<file path="src/rtl/seq_control_unit.sv">
// Multi-cycle instruction sequencer: boot, fetch, decode, execute and commit,
// with ALU and memory handshakes, an ALU watchdog and return-stack depth tracking.
module seq_control_unit #(
  parameter int OPW         = 6,
  parameter int STACK_DEPTH = 8,
  parameter int ALU_TIMEOUT = 16
) (
  input  logic           clk_i,
  input  logic           rst_i,
  input  logic           load_done_i,
  input  logic           instr_valid_i,
  input  logic [OPW-1:0] opcode_i,
  input  logic           register_i,
  input  logic [3:0]     flags_i,
  input  logic           alu_done_i,
  input  logic           mem_ready_i,
  output logic           read_file_o,
  output logic           read_memory_o,
  output logic           start_alu_operation_o,
  output logic [2:0]     reg_signal_o,
  output logic           mem_read_o,
  output logic           mem_write_o,
  output logic           lda_signal_o,
  output logic           sta_signal_o,
  output logic           increm_pc_o,
  output logic           jump_o,
  output logic           push_o,
  output logic           pop_o,
  output logic           halted_o,
  output logic [1:0]     fault_o,
  output logic [3:0]     state_o
);

  localparam int CW = $clog2(STACK_DEPTH + 1);
  localparam int WW = $clog2(ALU_TIMEOUT + 1);

  typedef enum logic [3:0] {
    ST_BOOT      = 4'd0,
    ST_FETCH     = 4'd1,
    ST_DECODE    = 4'd2,
    ST_ALU_START = 4'd3,
    ST_ALU_WAIT  = 4'd4,
    ST_MEM_ACC   = 4'd5,
    ST_BRANCH    = 4'd6,
    ST_COMMIT    = 4'd7,
    ST_HALT      = 4'd8
  } state_e;

  typedef enum logic [1:0] {
    FLT_NONE    = 2'b00,
    FLT_ILLEGAL = 2'b01,
    FLT_STACK   = 2'b10,
    FLT_ALU     = 2'b11
  } fault_e;

  typedef struct packed {
    logic       read_file;
    logic       read_memory;
    logic       start_alu;
    logic [2:0] reg_sel;
    logic       mem_read;
    logic       mem_write;
    logic       lda;
    logic       sta;
    logic       inc_pc;
    logic       jump;
    logic       push;
    logic       pop;
    logic       halted;
  } out_t;

  localparam logic [5:0] OP_IDLE   = 6'h00;
  localparam logic [5:0] OP_LDR    = 6'h01;
  localparam logic [5:0] OP_STR    = 6'h02;
  localparam logic [5:0] OP_STA    = 6'h03;
  localparam logic [5:0] OP_LDA    = 6'h04;
  localparam logic [5:0] OP_BRZ    = 6'h05;
  localparam logic [5:0] OP_BRN    = 6'h06;
  localparam logic [5:0] OP_BRC    = 6'h07;
  localparam logic [5:0] OP_BRO    = 6'h08;
  localparam logic [5:0] OP_JMP    = 6'h0A;
  localparam logic [5:0] OP_RET    = 6'h0B;
  localparam logic [5:0] OP_ALU_LO = 6'h0C;
  localparam logic [5:0] OP_ALU_HI = 6'h1D;

  state_e         state_q, state_d;
  fault_e         fault_q, fault_d;
  logic [OPW-1:0] opc_q, opc_d;
  logic           reg_q, reg_d;
  logic           taken_q, taken_d;
  logic [CW-1:0]  cnt_q, cnt_d;
  logic [WW-1:0]  wdog_q, wdog_d;
  out_t           out_q;

  logic [5:0] op6;
  logic       op_hi_zero;

  assign op6        = opc_q[5:0];
  assign op_hi_zero = ((opc_q >> 6) == '0);

  // JMP into a full stack or RET from an empty one is a stack fault.
  function automatic logic stack_fault(logic [5:0] op, logic [CW-1:0] cnt);
    return ((op == OP_JMP) && (cnt == CW'(STACK_DEPTH))) ||
           ((op == OP_RET) && (cnt == '0));
  endfunction

  function automatic logic branch_taken(logic [5:0] op, logic [3:0] fl);
    case (op)
      OP_BRZ:  return fl[3];
      OP_BRN:  return fl[1];
      OP_BRC:  return fl[0];
      OP_BRO:  return fl[2];
      default: return 1'b1;
    endcase
  endfunction

  function automatic out_t decode_outputs(state_e st, logic [5:0] op, logic rg, logic tk,
                                          logic stk_err);
    out_t       o;
    logic [2:0] xy;
    o  = '0;
    xy = rg ? 3'b100 : 3'b010;
    case (st)
      ST_BOOT:      o.read_file   = 1'b1;
      ST_FETCH:     o.read_memory = 1'b1;
      ST_ALU_START: begin
        o.start_alu = 1'b1;
        o.reg_sel   = xy;
      end
      ST_ALU_WAIT:  o.reg_sel = xy;
      ST_MEM_ACC: begin
        case (op)
          OP_LDR: begin o.mem_read  = 1'b1; o.reg_sel = xy; end
          OP_STR: begin o.mem_write = 1'b1; o.reg_sel = xy; end
          OP_LDA: begin o.mem_read  = 1'b1; o.lda = 1'b1; o.reg_sel = 3'b001; end
          OP_STA: begin o.mem_write = 1'b1; o.sta = 1'b1; o.reg_sel = 3'b001; end
          default: o = '0;
        endcase
      end
      ST_BRANCH: begin
        if (!stk_err) begin
          o.jump   = tk;
          o.inc_pc = !tk;
          o.push   = (op == OP_JMP);
          o.pop    = (op == OP_RET);
        end
      end
      ST_COMMIT:    o.inc_pc = 1'b1;
      ST_HALT:      o.halted = 1'b1;
      default:      o = '0;
    endcase
    return o;
  endfunction

  always_comb begin
    // NOTE: every variable gets a default before the case so no path leaves it unassigned (no latches).
    state_d = state_q;
    fault_d = fault_q;
    opc_d   = opc_q;
    reg_d   = reg_q;
    taken_d = taken_q;
    cnt_d   = cnt_q;
    wdog_d  = wdog_q;
    unique case (state_q)
      ST_BOOT: if (load_done_i) state_d = ST_FETCH;
      ST_FETCH: begin
        if (instr_valid_i) begin
          opc_d   = opcode_i;
          reg_d   = register_i;
          state_d = ST_DECODE;
        end
      end
      ST_DECODE: begin
        if (!op_hi_zero) begin
          state_d = ST_HALT;
          fault_d = FLT_ILLEGAL;
        end else if (op6 >= OP_ALU_LO && op6 <= OP_ALU_HI) begin
          state_d = ST_ALU_START;
        end else if (op6 >= OP_LDR && op6 <= OP_LDA) begin
          state_d = ST_MEM_ACC;
        end else if (op6 >= OP_BRZ && op6 <= OP_RET) begin
          state_d = ST_BRANCH;
          taken_d = branch_taken(op6, flags_i);
        end else if (op6 == OP_IDLE) begin
          state_d = ST_COMMIT;
        end else begin
          state_d = ST_HALT;
          fault_d = FLT_ILLEGAL;
        end
      end
      ST_ALU_START: begin
        state_d = ST_ALU_WAIT;
        wdog_d  = '0;
      end
      ST_ALU_WAIT: begin
        // A completion arriving on the final permitted cycle still beats the watchdog.
        if (alu_done_i) begin
          state_d = ST_COMMIT;
        end else if (wdog_q == WW'(ALU_TIMEOUT - 1)) begin
          state_d = ST_HALT;
          fault_d = FLT_ALU;
        end else begin
          wdog_d = wdog_q + WW'(1);
        end
      end
      ST_MEM_ACC: if (mem_ready_i) state_d = ST_COMMIT;
      ST_BRANCH: begin
        if (stack_fault(op6, cnt_q)) begin
          state_d = ST_HALT;
          fault_d = FLT_STACK;
        end else begin
          state_d = ST_FETCH;
          if (op6 == OP_JMP) cnt_d = cnt_q + CW'(1);
          if (op6 == OP_RET) cnt_d = cnt_q - CW'(1);
        end
      end
      ST_COMMIT: state_d = ST_FETCH;
      ST_HALT:   state_d = ST_HALT;
      default:   state_d = ST_BOOT;
    endcase
  end

  // Outputs are registered from the next-state decode so they line up with state_q.
  always_ff @(posedge clk_i) begin
    // NOTE: sequential state uses non-blocking assignments so all registers update together.
    if (rst_i) begin
      state_q <= ST_BOOT;
      fault_q <= FLT_NONE;
      opc_q   <= '0;
      reg_q   <= 1'b0;
      taken_q <= 1'b0;
      cnt_q   <= '0;
      wdog_q  <= '0;
      out_q   <= decode_outputs(ST_BOOT, OP_IDLE, 1'b0, 1'b0, 1'b0);
    end else begin
      state_q <= state_d;
      fault_q <= fault_d;
      opc_q   <= opc_d;
      reg_q   <= reg_d;
      taken_q <= taken_d;
      cnt_q   <= cnt_d;
      wdog_q  <= wdog_d;
      out_q   <= decode_outputs(state_d, opc_d[5:0], reg_d, taken_d,
                                stack_fault(opc_d[5:0], cnt_d));
    end
  end

  assign read_file_o           = out_q.read_file;
  assign read_memory_o         = out_q.read_memory;
  assign start_alu_operation_o = out_q.start_alu;
  assign reg_signal_o          = out_q.reg_sel;
  assign mem_read_o            = out_q.mem_read;
  assign mem_write_o           = out_q.mem_write;
  assign lda_signal_o          = out_q.lda;
  assign sta_signal_o          = out_q.sta;
  assign increm_pc_o           = out_q.inc_pc;
  assign jump_o                = out_q.jump;
  assign push_o                = out_q.push;
  assign pop_o                 = out_q.pop;
  assign halted_o              = out_q.halted;
  assign fault_o               = fault_q;
  assign state_o               = state_q;

endmodule

</file>
<file path="config.mk">
export PLATFORM = sky130hd
export DESIGN_NAME = seq_control_unit
export DESIGN_NICKNAME = d
export VERILOG_FILES = /design/src/rtl/seq_control_unit.sv
export SDC_FILE = /design/constraint.sdc
export NUM_CORES = 1
export LEC_CHECK = 0
export CAP_MARGIN = 10
export CORE_MARGIN = 2
export CORE_UTILIZATION = 29
export DETAILED_ROUTE_END_ITERATION = 6
export GPL_TIMING_DRIVEN = 0
export SYNTH_ARGS = -nofsm -noshare
export SYNTH_HDL_FRONTEND = slang
export SYNTH_SLANG_ARGS = --single-unit
</file>
<file path="constraint.sdc">
create_clock -name clk_i -period 4.18 [get_ports clk_i]
set_clock_uncertainty 0.2 [all_clocks]
set_input_delay 0.627 -clock clk_i [delete_from_list [all_inputs] [get_ports clk_i]]
set_output_delay 0.627 -clock clk_i [all_outputs]
set_load 0.005 [all_outputs]
</file>
==> results.toml, run 1 <==
[floorplan]
start_util_pct = 30.3
die_w_um = 88.5
fp.dieH_um = 88.5
fp.dieArea_um2 = 7820
core_um2 = 6830
rows = 30
num_io_pins = 38

[yosys]
synthArstFlopShare_pct = 0
synth-warning-count = 0
synth_top_cell_by_area = "dfxtp_1"
synth_edf_count = 0
synthTopCellsByArea = "dfxtp_1 37%, nor2_1 7.4%, mux2i_1 5.8%"
ys_types = 56
syn_area_um2 = 2070
synth_top_area_share_pct = 36.8
synthFlopType = "dfxtp_1"
synth_nets = 266
seq_area_frac_synth_pct = 36.8
syn_area_per_cell_um2 = 8.48
synth_cells = 244
ys_seq_elements = 38

[setup_path]
critical_path.slowest_cell = "nor4bb_1"
critPathLaunchType = "register"
cp_max_fo = 10
arrival_ps = 2980
crit_required_ps = 4200
cp_num_cells = 6
crit_type = "register to register"
crit_family = "simple AND/OR/NAND/NOR gates"
max_stage_delay_ps = 830
critPathCaptureType = "register"
timing.critical_path.buf_inv = 1
crit_chain = "buf_2 -> nor4bb_1 -> a32oi_1 -> a21boi_2 -> or4_4 -> nor3_2"
r2r_cells = 6

[final_layout]
area_growth_syn_to_layout_pct = 27.0
drive_gt1_share_pct = 6.27
fillers = 727
fin_util_pct = 38.5
antenna_cells = 0
nets = 309

[clock_tree]
cts_buffer_depth = 2
cts-buffers-inserted = 5
clkTransAtPathRegs_ps = 80
clock_latency_ps = 290
post_cts_buffers = 0
cts_resized = 0
cts_tree = "built"
cts_root_buffer = "clkbuf_8"
postCtsHoldBufs = 0
clkSinkCount = 38
h-tree-depth = 2

[sta]
tightestPinTransition_ps = 926
fmax_ghz = 0.338
rsz0062_at_grt = "no"
finalSetupViolations = 0
drv_slew = 0
tns_ps = 0
maxSlewHeadroom_pct = 37.4
hold_violations = 0
finalCritPeriodShare_pct = 70.7
fin_crit_ps = 2960

[global_routing]
grt_use_met1_pct = 17.2
grtUsageMet3_pct = 2.71
grt_pass1_wl_um = 7860
top_usage_layer = "met2"
grt_pass1_vias = 1662
antenna_found_initial = 0
grtUsageTotal_pct = 13.1
grt.met2_usage_pct = 21.3
grt_max_degree = 12
grt-ovfl-total = 0

[power_and_ir_drop]
ir_drop_mv = 0.103
p_leak_nw = 0.970
p_total_mw = 0.943
powerDensity_nw_per_um2 = 359

[drt]
drcViolationCount = 0
avgRoutedWirePerCell_um = 13.0
ant_nets = 0
via_per_inst = 4.80
routed_wl_um = 4990
drtIter0Drc = 148
routed-via-count = 1837
firstDrtPassIters = 4

[worst_hold_path]
min_path_type = "register to register"
hold_depth = 2

[placed_design]
port_buffers = 36
detailedPlacementHpwl_um = 3720
gp_congestion = 0.842

[run]
cap_violations = 0

[outcome]
status = "finished clean"
## through the flow
stage               setup slack, ps  hold WS [ps]  cell area [um^2]  cells
floorplan                      1670           257              2070    244
global placement               1220           273              2550    376
detailed placement             1190           282              2550    376
CTS                            1250           300              2630    383
global route                   1030           324              2630    383
finish                         1220           300              2630    383
## area by class of cell
class | count | area, um^2 | area share (%)
Sequential cell | 38 | 761 | 29.0
Buffer | 15 | 73.8 | 2.81
Tap cell | 96 | 120 | 4.57
Multi-Input combinational cell | 184 | 1210 | 46.0
Inverter | 7 | 26.3 | 1.00
Clock buffer | 5 | 68.8 | 2.62
Timing Repair Buffer | 36 | 360 | 13.7
Clock inverter | 2 | 10.0 | 0.381
## kinds of logic after synthesis
group,count (synthesis),share of synthesized area [%]
simple gates,109,28.1
compound gates,47,16.0
flops,38,36.8
mux,14,7.44
xor+xnor,9,3.81
fa+ha+maj,5,3.02
buf+inv,22,4.84
## Yosys cell counts (2+ instances only)
library cell and instances:
dfxtp_1 38, nor4b_1 3, clkbuf_1 10, a31oi_1 3, or3_1 5, a31o_2 2
and3_1 4, inv_1 7, a21oi_1 10, a32oi_1 2, nor2_1 41, nand2b_1 4
mux2i_1 12, o21ai_0 9, nand3b_1 2, ha_1 5, buf_6 2, nor3_1 7
buf_2 2, o21a_1 2, xnor2_1 5, a211oi_1 5, and2_1 2, nor3b_1 3
nor4_1 4, or3b_1 2, xor2_1 4, nand2_1 13, nand4_1 2, nor2b_1 8
## metal layers
metal / wire, um / up-vias / part of all wire (%)
li1: - / 950 / -
met1: 2450 / 841 / 49
met2: 2270 / 40 / 46
met3: 189 / 6 / 3.8
met4: 79 / 0 / 1.6
met5: 0 / - / 0
## report_power, final
part,switching [mW],internal (mW),leakage (nW)
registers,0.0157,0.387,0.307
logic,0.160,0.139,0.619
clock network,0.129,0.112,0.0438
## layout by cell type, fill, tap and decap left out, types with 2 or more instances in the layout
| master | n |
|---|---|
| or3b_1 | 2 |
| clkbuf_8 | 5 |
| a31oi_1 | 3 |
| a31o_2 | 2 |
| and2_1 | 2 |
| o21a_1 | 2 |
| xnor2_1 | 5 |
| nor3_1 | 7 |
| nand4_1 | 2 |
| clkbuf_1 | 10 |
| nor3b_1 | 3 |
| nor2b_1 | 8 |
| or3_1 | 5 |
| buf_6 | 2 |
| nand2b_1 | 4 |
| nor4b_1 | 3 |
| and3_1 | 4 |
| dfxtp_1 | 38 |
| inv_1 | 7 |
| a211oi_1 | 5 |
| nand3b_1 | 2 |
| nor4_1 | 4 |
| ha_1 | 5 |
| a21oi_1 | 10 |
| xor2_1 | 4 |
| clkdlybuf4s50_1 | 36 |
| buf_2 | 2 |
| o21ai_0 | 9 |
| mux2i_1 | 12 |
| a32oi_1 | 2 |
| nand2_1 | 13 |
| nor2_1 | 41 |
| clkinv_2 | 2 |
## worst min-delay path, cell delays in order (launching register included)
cell	delay [ps]
dfxtp_1	330
a21oi_1	60
nor2_1	70
## worst paths after layout
check | slack [ps] | start | to
max | 1220 | state_o[2] | sta_signal_o
max reg2reg | 1220 | state_o[2] | sta_signal_o
min | 300 | wdog_q[4] | wdog_q[4]
min reg2reg | 300 | wdog_q[4] | wdog_q[4]
## flip-flops by register name (all words and copies together), names as in the netlist, 2 cells and up
register,count
op6,6
wdog_q,5
cnt_q,4
state_o,4
reg_signal_o,3
fault_o,2
No activity file was read; power rests on OpenSTA's default activity.
==> run 2: changes to the inputs <==
clock period = 2.7 ns   (was 4.18 ns; I/O delays follow)
==> results.toml, run 2 (synthesis results as in run 1) <==
[power_and_ir_drop]
p_total_mw = 1.50
p_sw_mw = 0.484
switching_share_pct = 32.3
seqPwrFrac_pct = 41.9
p_leak_nw = 1.02
comb_power_share_pct = 33.4
pwr-share-clk_pct = 24.7
powerDensity_nw_per_um2 = 556
p_int_mw = 1.02
ir_drop_mv = 0.170

[setup_path]
cp_max_fo = 10
cpMostUsedCell = "or3b_4"
crit_family = "simple AND/OR/NAND/NOR gates"
max_stage_delay_ps = 540
arrival_ps = 2610
critical_path.slowest_cell = "or4_4"
crit_type = "register to register"
crit_chain = "buf_6 -> or3b_4 -> or3b_4 -> mux2_1 -> or4_4 -> nor3_4"
crit_required_ps = 2730
timing.critical_path.buf_inv = 1
critPathLaunchType = "register"
critPathCaptureType = "register"

[floorplan]
fp.dieH_um = 88.5
num_io_pins = 38
die_w_um = 88.5
start_util_pct = 30.3
core_um2 = 6830
rows = 30
fp.dieArea_um2 = 7820

[final_layout]
largest_reg_flops = 6
drive_gt1_share_pct = 11.1
area_growth_syn_to_layout_pct = 30.4
fin_util_pct = 39.5
antenna_cells = 0
reg_top3 = "op6 (6), wdog_q (5)"
layout_commonest_cell = "nor2_1"
final_cells = 385
final_cell_mix = "40 x nor2_1, 36 x dfxtp_1, 36 x clkdlybuf4s50_1"
top_register = "op6"
nets = 311

[placed_design]
detailedPlacementHpwl_um = 3720
gp_congestion = 0.842
port_buffers = 36
numPlacedInstances = 376
place_ws_ps = -208

[clock_tree]
clkTransAtPathRegs_ps = 70
cts-buffers-inserted = 5
h-tree-depth = 2
postCtsHoldBufs = 0
cts_tree = "built"
clkSinkCount = 38
clock_latency_ps = 290
cts_buffer_depth = 2
cts_root_buffer = "clkbuf_8"

[drt]
topRoutingLayerUsed = "met4"
routed-via-count = 1877
drtIter0Drc = 149
wl_met3_um = 236
routed_wl_um = 5100
drcViolationCount = 0
firstDrtPassIters = 4
m1WireLength_um = 2430
ant_nets = 0
avgRoutedWirePerCell_um = 13.3
via_per_inst = 4.88
wl_met2_um = 2350

[sta]
finalCritPeriodShare_pct = 95.6
fmax_ghz = 0.387
maxSlewHeadroom_pct = 65.6
drv_slew = 0
setup_slack_ps = 118
finalSetupViolations = 0
hold_violations = 0
fin_crit_ps = 2580
whs_ps = 299
tightestPinTransition_ps = 515
rsz0062_at_grt = "no"

[global_routing]
grtUsageTotal_pct = 13.2
grt_pass1_vias = 1675
grt-ovfl-total = 0
grt_pass1_wl_um = 7940
antenna_found_initial = 0
grt_max_degree = 12

[outcome]
status = "finished clean"

[worst_hold_path]
min_path_type = "register to register"

[run]
cap_violations = 0
[run 2: cell count changes in the layout (fill, tap and decap cells not counted), moves of 2 or more]
cell and delta:
dfxtp_1 -2, buf_4 +3, dfxtp_2 +2, or3b_4 +2
or3b_1 -2, clkbuf_2 +3, clkbuf_1 -2
[run 2: path summary, 6_finish.rpt]
check,depth (start not counted),to,startpoint,slack [ps]
max,6,sta_signal_o,state_o[1],120
min,2,wdog_q[4],wdog_q[4],300
max reg2reg,6,sta_signal_o,state_o[1],120
min reg2reg,2,wdog_q[4],wdog_q[4],300
[run 2: layout make-up]
cell class                 count  area [um^2]
timing repair buffer          39          383
clock inverter                 2         10.0
sequential                    38          763
fill                         719         4130
inverter                       7         26.3
tap                           96          120
clock buffer                   5         68.8
buffer                        14         66.3
multi-input combinational    184         1260
[run 2: metrics by stage]
stage	setup TNS [ps]	area, um^2
finish	0	2700
global route	0	2700
CTS	0	2650
detailed placement	-994	2550
global placement	-964	2550
floorplan	0	2070
[run 2: power by group through the flow]
stage	Combinational, mW	Clock, mW	Sequential [mW]
after floorplan	0.304	0	0.635
after global placement	0.459	0	0.637
after detailed placement	0.460	0	0.637
after CTS	0.468	0.382	0.625
after global routing	0.546	0.404	0.635
final	0.501	0.370	0.629
[run 2: timing repair]
item,4_1_cts,5_1_grt
resized for setup,3,14
cloned,0,0
pin swaps,0,3
setup endpoints to repair,10,10
buffers inserted,0,3
[run 2: routing by layer]
layer | global-route usage, % | vias to the layer above
li1 | - | 957
met1 | 17.4 | 869
met2 | 21.4 | 45
met3 | 2.71 | 6
met4 | 4.96 | 0
met5 | 0 | -
[run 2: worst min-delay path: stages (launching register included)]
cell	delay, ps
dfxtp_1	330
a21oi_1	60
nor2_1	80
